<file path="src/rtl/tmr_pkg.sv">
// Shared types and index constants for the TMR commit voter.
// Pair and replica indices give bit positions in voter_state and fault_flag.
package tmr_pkg;

  typedef enum logic [1:0] {
    StNormal,
    StRollback,
    StHold,
    StFatal
  } tmr_state_e;

  // Bit positions inside voter_state = {AB, BC, AC}
  localparam int unsigned PairAb = 2;
  localparam int unsigned PairBc = 1;
  localparam int unsigned PairAc = 0;

  // Bit positions inside fault_flag = {A, B, C}
  localparam int unsigned RepA = 2;
  localparam int unsigned RepB = 1;
  localparam int unsigned RepC = 0;

endpackage

</file>
<file path="src/rtl/pc_history_buf.sv">
// Circular history of committed PCs. The oldest entry is the rollback target;
// collapse keeps only that entry so repeated rollbacks return to the same point.
module pc_history_buf #(
  parameter int unsigned DATA_W     = 32,
  parameter int unsigned HIST_DEPTH = 4
) (
  input  logic              clk_i,
  input  logic              rst_i,
  input  logic              push_i,
  input  logic [DATA_W-1:0] data_i,
  input  logic              collapse_i,
  output logic [DATA_W-1:0] oldest_o,
  output logic              empty_o
);

  localparam int unsigned PtrW = $clog2(HIST_DEPTH);
  localparam int unsigned CntW = $clog2(HIST_DEPTH + 1);

  logic [DATA_W-1:0] mem_q [HIST_DEPTH];
  logic [PtrW-1:0]   wr_ptr_q, wr_ptr_d;
  logic [CntW-1:0]   count_q, count_d;
  logic [PtrW-1:0]   oldest_idx;
  logic              do_write;

  // When full the truncated count is zero, so the oldest slot is wr_ptr itself.
  assign oldest_idx = wr_ptr_q - PtrW'(count_q);
  assign oldest_o   = mem_q[oldest_idx];
  assign empty_o    = (count_q == '0);
  assign do_write   = push_i && !collapse_i;

  always_comb begin
    wr_ptr_d = wr_ptr_q;
    count_d  = count_q;
    if (collapse_i) begin
      if (count_q != '0) begin
        wr_ptr_d = oldest_idx + PtrW'(1);
        count_d  = CntW'(1);
      end
    end else if (push_i) begin
      wr_ptr_d = wr_ptr_q + PtrW'(1);
      if (count_q != CntW'(HIST_DEPTH)) begin
        count_d = count_q + CntW'(1);
      end
    end
  end

  always_ff @(posedge clk_i or posedge rst_i) begin
    if (rst_i) begin
      wr_ptr_q <= '0;
      count_q  <= '0;
    end else begin
      wr_ptr_q <= wr_ptr_d;
      count_q  <= count_d;
    end
  end

  always_ff @(posedge clk_i) begin
    if (do_write) begin
      mem_q[wr_ptr_q] <= data_i;
    end
  end

endmodule

</file>
<file path="src/rtl/tmr_voter_rollback.sv">
// 2-of-3 commit voter for triplicated cores with per-replica fault counting
// and a bounded rollback/hold recovery sequence ending in a sticky fatal state.
module tmr_voter_rollback
  import tmr_pkg::*;
#(
  parameter int unsigned       DATA_W          = 32,
  parameter int unsigned       NUM_FIELDS      = 3,
  parameter int unsigned       HIST_DEPTH      = 4,
  parameter int unsigned       RECOVERY_CYCLES = 3,
  parameter int unsigned       FAULT_THRESH    = 8,
  parameter int unsigned       MAX_RETRY       = 3,
  parameter logic [DATA_W-1:0] RESET_PC        = '0
) (
  input  logic                         clk,
  input  logic                         rst_in,
  input  logic                         valid_in,
  input  logic [DATA_W-1:0]            pc_a,
  input  logic [DATA_W-1:0]            pc_b,
  input  logic [DATA_W-1:0]            pc_c,
  input  logic [NUM_FIELDS*DATA_W-1:0] fld_a,
  input  logic [NUM_FIELDS*DATA_W-1:0] fld_b,
  input  logic [NUM_FIELDS*DATA_W-1:0] fld_c,
  output logic [DATA_W-1:0]            pc_out,
  output logic [NUM_FIELDS*DATA_W-1:0] fld_out,
  output logic                         valid_out,
  output logic [2:0]                   voter_state,
  output logic                         recovery_mode,
  output logic                         rollback,
  output logic [2:0]                   fault_flag,
  output logic                         fatal
);

  localparam int unsigned FldW   = NUM_FIELDS * DATA_W;
  localparam int unsigned HoldW  = $clog2(RECOVERY_CYCLES + 1);
  localparam int unsigned RetryW = $clog2(MAX_RETRY + 2);
  localparam int unsigned FcntW  = $clog2(FAULT_THRESH + 1);

  tmr_state_e        state_q, state_d;
  logic [HoldW-1:0]  hold_cnt_q, hold_cnt_d;
  logic [RetryW-1:0] retry_q, retry_d;
  logic [FcntW-1:0]  fcnt_q [3];
  logic [FcntW-1:0]  fcnt_d [3];
  logic [2:0]        fault_flag_q, fault_flag_d;
  logic [DATA_W-1:0] pc_out_q, pc_out_d;
  logic [FldW-1:0]   fld_out_q, fld_out_d;
  logic              valid_out_q, valid_out_d;
  logic [2:0]        voter_state_q;
  logic              recovery_q, recovery_d;
  logic              rollback_q, rollback_d;
  logic              fatal_q, fatal_d;

  logic [2:0]        agree;
  logic [2:0]        odd;
  logic [DATA_W-1:0] sel_pc;
  logic [FldW-1:0]   sel_fld;
  logic              push, collapse;
  logic [DATA_W-1:0] hist_oldest;
  logic              hist_empty;

  always_comb begin
    agree         = '0;
    agree[PairAb] = (pc_a == pc_b) && (fld_a == fld_b);
    agree[PairBc] = (pc_b == pc_c) && (fld_b == fld_c);
    agree[PairAc] = (pc_a == pc_c) && (fld_a == fld_c);
  end

  always_comb begin
    sel_pc  = pc_a;
    sel_fld = fld_a;
    if (agree[PairAb]) begin
      sel_pc  = pc_a;
      sel_fld = fld_a;
    end else if (agree[PairBc]) begin
      sel_pc  = pc_b;
      sel_fld = fld_b;
    end else if (agree[PairAc]) begin
      sel_pc  = pc_c;
      sel_fld = fld_c;
    end
  end

  // A lone agreeing pair points at the replica outside it.
  always_comb begin
    odd       = '0;
    odd[RepC] = (agree == 3'(1 << PairAb));
    odd[RepA] = (agree == 3'(1 << PairBc));
    odd[RepB] = (agree == 3'(1 << PairAc));
  end

  pc_history_buf #(
    .DATA_W    (DATA_W),
    .HIST_DEPTH(HIST_DEPTH)
  ) u_hist (
    .clk_i     (clk),
    .rst_i     (rst_in),
    .push_i    (push),
    .data_i    (sel_pc),
    .collapse_i(collapse),
    .oldest_o  (hist_oldest),
    .empty_o   (hist_empty)
  );

  always_comb begin
    state_d      = state_q;
    hold_cnt_d   = hold_cnt_q;
    retry_d      = retry_q;
    fcnt_d       = fcnt_q;
    fault_flag_d = fault_flag_q;
    pc_out_d     = pc_out_q;
    fld_out_d    = fld_out_q;
    valid_out_d  = 1'b0;
    push         = 1'b0;
    collapse     = 1'b0;

    unique case (state_q)
      StNormal: begin
        pc_out_d    = sel_pc;
        fld_out_d   = sel_fld;
        valid_out_d = valid_in;
        if (valid_in) begin
          if (agree == 3'b000) begin
            valid_out_d = 1'b0;
            fld_out_d   = fld_out_q;
            if (retry_q < RetryW'(MAX_RETRY)) begin
              state_d  = StRollback;
              retry_d  = retry_q + RetryW'(1);
              pc_out_d = hist_empty ? RESET_PC : hist_oldest;
            end else begin
              state_d  = StFatal;
              pc_out_d = RESET_PC;
            end
          end else begin
            push = 1'b1;
            if (agree == 3'b111) begin
              retry_d = '0;
            end
            for (int r = 0; r < 3; r++) begin
              if (odd[r] && (fcnt_q[r] != FcntW'(FAULT_THRESH))) begin
                fcnt_d[r] = fcnt_q[r] + FcntW'(1);
              end
              if (fcnt_d[r] == FcntW'(FAULT_THRESH)) begin
                fault_flag_d[r] = 1'b1;
              end
            end
          end
        end
      end
      StRollback: begin
        collapse   = 1'b1;
        hold_cnt_d = '0;
        state_d    = StHold;
      end
      StHold: begin
        if (hold_cnt_q == HoldW'(RECOVERY_CYCLES - 1)) begin
          state_d = StNormal;
        end else begin
          hold_cnt_d = hold_cnt_q + HoldW'(1);
        end
      end
      StFatal: begin
        pc_out_d = RESET_PC;
      end
      default: begin
        state_d = StNormal;
      end
    endcase

    // Status outputs describe the state being entered, keeping them registered.
    rollback_d = (state_d == StRollback);
    recovery_d = (state_d != StNormal);
    fatal_d    = (state_d == StFatal);
  end

  always_ff @(posedge clk or posedge rst_in) begin
    if (rst_in) begin
      state_q       <= StNormal;
      hold_cnt_q    <= '0;
      retry_q       <= '0;
      for (int r = 0; r < 3; r++) begin
        fcnt_q[r] <= '0;
      end
      fault_flag_q  <= '0;
      pc_out_q      <= RESET_PC;
      fld_out_q     <= '0;
      valid_out_q   <= 1'b0;
      voter_state_q <= 3'b111;
      recovery_q    <= 1'b0;
      rollback_q    <= 1'b0;
      fatal_q       <= 1'b0;
    end else begin
      state_q       <= state_d;
      hold_cnt_q    <= hold_cnt_d;
      retry_q       <= retry_d;
      fcnt_q        <= fcnt_d;
      fault_flag_q  <= fault_flag_d;
      pc_out_q      <= pc_out_d;
      fld_out_q     <= fld_out_d;
      valid_out_q   <= valid_out_d;
      voter_state_q <= agree;
      recovery_q    <= recovery_d;
      rollback_q    <= rollback_d;
      fatal_q       <= fatal_d;
    end
  end

  assign pc_out        = pc_out_q;
  assign fld_out       = fld_out_q;
  assign valid_out     = valid_out_q;
  assign voter_state   = voter_state_q;
  assign recovery_mode = recovery_q;
  assign rollback      = rollback_q;
  assign fault_flag    = fault_flag_q;
  assign fatal         = fatal_q;

endmodule

</file>
<file path="config.mk">
export PLATFORM = sky130hd
export DESIGN_NAME = tmr_voter_rollback
export DESIGN_NICKNAME = d
export VERILOG_FILES = /design/src/rtl/tmr_pkg.sv /design/src/rtl/pc_history_buf.sv /design/src/rtl/tmr_voter_rollback.sv
export SDC_FILE = /design/constraint.sdc
export NUM_CORES = 1
export LEC_CHECK = 0
export CAP_MARGIN = 10
export CORE_AREA = 2 2 206 208
export DETAILED_ROUTE_END_ITERATION = 12
export DIE_AREA = 0 0 208 210
export PLACE_DENSITY = 0.71
export SYNTH_ARGS = -nofsm -noshare
export SYNTH_HDL_FRONTEND = slang
export SYNTH_HIERARCHICAL = 1
export SYNTH_SLANG_ARGS = --single-unit
</file>
<file path="constraint.sdc">
create_clock -name clk -period 12.4 [get_ports clk]
set_input_delay 1.24 -clock clk [delete_from_list [all_inputs] [get_ports clk]]
set_output_delay 1.24 -clock clk [all_outputs]
set_load 0.03 [all_outputs]
</file>
==> summary.txt <==
Outcome
  • Status: complete, no violations

Placed design
  • Placer congestion estimate: 0.980
  • Post-Place Worst Slack: 6.29 ns
  • DP Area: 0.0234 sq mm
  • Dpl hpwl: 63600 um
  • Port Buffers: 524

Logic synthesis
  • YS warnings: 6
  • Largest family of logic cells by synthesized area: XOR/XNOR gates
  • Post-synthesis mux area share: 5.19%
  • Post-Synth Simple-Gate Area: 10.9%
  • Number of synthesized flops with an enable pin: 128
  • Sequential area share after synthesis: 44.4%
  • Netlist Area Pre-Place: 0.0178 sq mm
  • Post-synthesis cell count: 1583
  • Synth cell types: 64
  • Synth Area in Compound Gates: 14.0%
  • Synth Area in Adders: 1.12%
  • Post-synthesis async set-or-reset flop share: 55.9%
  • Seq cells post-synth: 290
  • Most used DFF post-synth: dfrtp_1
  • Mapped Nets: 1986
  • Mean area per synthesized cell: 11.2 sq um
  • Synth Area in XOR/XNOR: 19.7%

Worst hold path
  • Hold Crit Class: register to register
  • Hold Path End: fault_flag[1]$_DFFE_PP0P_
  • Hold path cells: 1
  • Hold_sp: fault_flag[1]$_DFFE_PP0P_

Critical path
  • Kind of critical path: input pin to register
  • Cells on worst reg2reg path: 5
  • Kind of end point of the critical path: register
  • WP data arrival: 6.19 ns
  • R2R setup slack: 9.25 ns
  • Reg-to-Reg Start: state_q[0]$_DFF_PP0_
  • Worst EP required: 12.88 ns
  • CP startpoint kind: input pin
  • Crit-path max FO: 101
  • Worst r2r dst: fld_out[94]$_DFFE_PP0P_

Floorplanning
  • Die area: 0.0437 sq mm
  • Die H: 210 um
  • FP Rows: 75
  • I/O pin count: 525
  • Core Box Area: 0.0415 sq mm
  • Starting Density: 42.9%
  • Chip Width: 208 um

GRT
  • Total grt overflow: 0
  • Global-route wire length before repair: 113000 um
  • Number of global-route vias before repair: 16119
  • Antenna violations before repair: 13
  • Largest net degree at the start of global routing: 102
  • GR Util All Layers: 35.9%

Route
  • Post-route DRC violation count: 0
  • Drt wl/cell: 30.3 um
  • Routed via count: 16250
  • Avg Vias per Cell: 6.13
  • Initial DRC Count: 2316
  • Post-DRT Antenna Nets: 0
  • 1st-pass router iterations: 11
  • Final wirelength: 80300 um

Finish
  • Design Area, Final: 0.0247 sq mm
  • Filler cell count: 3465
  • Most frequent cells in the layout: clkdlybuf4s50_1 (524), xnor2_1 (393), dfrtp_1 (159), edfxtp_1 (128), nor2_1 (112)
  • Area Overhead vs Synth: 38.7%
  • Final net count: 2476
  • Share of cells above drive strength 1: 5.91%
  • Commonest non-fill, non-tap cell in the layout: clkdlybuf4s50_1

Clock network
  • CTS H-Tree Depth: 2
  • Resized cells post-CTS: 0
  • Clock transition at path regs: 0.07 ns
  • CTS tree: done
  • Max clock buf depth: 3
  • Hold-fix buffers, CTS: 0
  • Postcts setup bufs: 0
  • Worst skew pair latency: 0.57 ns
  • Clk sink count: 290
  • Total CTS buffers: 34
  • Clock root buffer: clkbuf_16

STA
  • Rel. slew slack: 26.2%
  • Crit path time final: 5.71 ns
  • RSZ-0062 raised after global routing: false
  • Max Fclk: 0.175 GHz
  • Setup Skew: 0.0255 ns
  • Max-slew violations: 0
  • Fin crit share: 46.0%
  • Final setup fails: 0
  • Least-Margin Pin Slew: 1.11 ns
  • Setup WS post-layout: 6.69 ns
  • Final hold violations: 0
  • Setup Total Neg Slack: 0 ns

Flow run
  • MaxCap Viol Count: 0

Pwr
  • Power Density: 173 mW/mm^2
  • VDD IR max: 0.130 mV
  • Total Power: 0.00426 W
  • Leakage power: 8.66 nW
[worst max-delay path by stage]
| stage | startpoint | to | slack (ns) | depth (start not counted) |
|---|---|---|---|---|
| floorplan | fld_a[31] | u_hist/mem_q[0][0]$_DFFE_PP_ | 6.71 | 12 |
| global placement | pc_a[30] | u_hist/mem_q[3][25]$_DFFE_PP_ | 6.34 | 11 |
| detailed placement | pc_a[30] | u_hist/mem_q[2][20]$_DFFE_PP_ | 6.29 | 11 |
| CTS | pc_a[30] | u_hist/mem_q[3][10]$_DFFE_PP_ | 6.83 | 11 |
| global route | pc_a[30] | fld_out[15]$_DFFE_PP0P_ | 6.61 | 11 |
| finish | pc_a[30] | fld_out[94]$_DFFE_PP0P_ | 6.69 | 10 |
[synth_stat cells (all sizes together) (2+ instances only)]
cell | n | area, sq um
xnor2 | 393 | 3440
dfrtp | 159 | 3980
edfxtp | 128 | 3840
nor2 | 113 | 432
nand4 | 103 | 644
a21oi | 101 | 505
a222oi | 97 | 971
inv | 90 | 338
buf | 60 | 387
nor3 | 39 | 200
and2 | 33 | 206
a221o | 32 | 320
mux4 | 32 | 841
a221oi | 31 | 440
clkbuf | 28 | 105
nor4 | 28 | 181
ha | 16 | 200
nand2 | 15 | 56.3
nand3 | 11 | 55.1
o21ai | 8 | 43.8
mux2i | 5 | 50.1
xor2 | 5 | 43.8
nand2b | 4 | 25.0
nor2b | 4 | 25.0
o221ai | 4 | 35.0
a211oi | 3 | 27.5
and3 | 3 | 21.3
dfstp | 3 | 78.8
mux2 | 3 | 33.8
nand3b | 3 | 22.5
a21o | 2 | 15.0
a31oi | 2 | 12.5
a32o | 2 | 20.0
and4 | 2 | 17.5
clkinv | 2 | 13.8
nand4b | 2 | 17.5
o31ai | 2 | 15.0
or2 | 2 | 15.0
[kinds of logic (layout without fill, tap and decap cells)]
kind of cell             count (synthesis)  after routing
other                                    0             14
buffers and inverters                  180            696
AND/OR/NAND/NOR                        364            364
XOR/XNOR                               399            399
multiplexers                            40             40
flip-flops                             290            290
adder cells (fa/ha/maj)                 16             16
AO/OA/AOI/OAI                          294            294
[layout make-up]
cell class                      count  area (sq um)  area share [%]
Antenna cell                       14          35.0           0.142
Clock buffer                       39           910            3.68
Clock inverter                     23           340            1.38
Inverter                           92           357            1.44
Multi-Input combinational cell   1113          9100            36.9
Sequential cell                   290          7900            32.0
Tap cell                          539           674            2.73
Timing Repair Buffer              542          5380            21.8
[flip-flops by register name (all words and copies together), names as in the netlist, 2 cells and up]
signal / count
voter_state: 3
u_hist/count_q: 3
u_hist/mem_q: 128
hold_cnt_q: 2
fault_flag: 3
state_q: 2
fcnt_q: 12
fld_out: 96
retry_q: 3
u_hist/wr_ptr_q: 2
pc_out: 32
[layer usage]
metal	part of all wire, %	global-route usage [%]
met2	48	59.5
met3	8.8	6.97
met5	0.031	0
met4	5.7	18.7
met1	38	44.7
[through the flow]
| stage | instances | util, % | hold slack [ns] |
|---|---|---|---|
| 4_1_cts | 2638 | 59.5 | 0.480 |
| 6_report | 2652 | 59.6 | 0.482 |
| 3_3_place_gp | 2576 | 56.5 | 0.465 |
| 5_1_grt | 2647 | 59.5 | 0.500 |
| 2_1_floorplan | 1583 | - | 0.458 |
| 3_5_place_dp | 2576 | 56.5 | 0.457 |
[report_power, final]
part           internal [W]  switching [W]  total, W
Sequential          0.00121       0.000139   0.00135
Combinational      0.000730        0.00105   0.00178
Clock              0.000683       0.000452   0.00114
[critical path, stage by stage]
cell and delay, ns:
clkdlybuf4s50_1 0.51, xnor2_1 0.55, nand4_1 0.26, nor4_1 0.80, nand4_1 0.15, or2_1 0.42, clkinv_2 0.13, o41a_4 0.76
buf_4 0.92, mux2i_1 0.27
(Power assumes the default switching activity.)
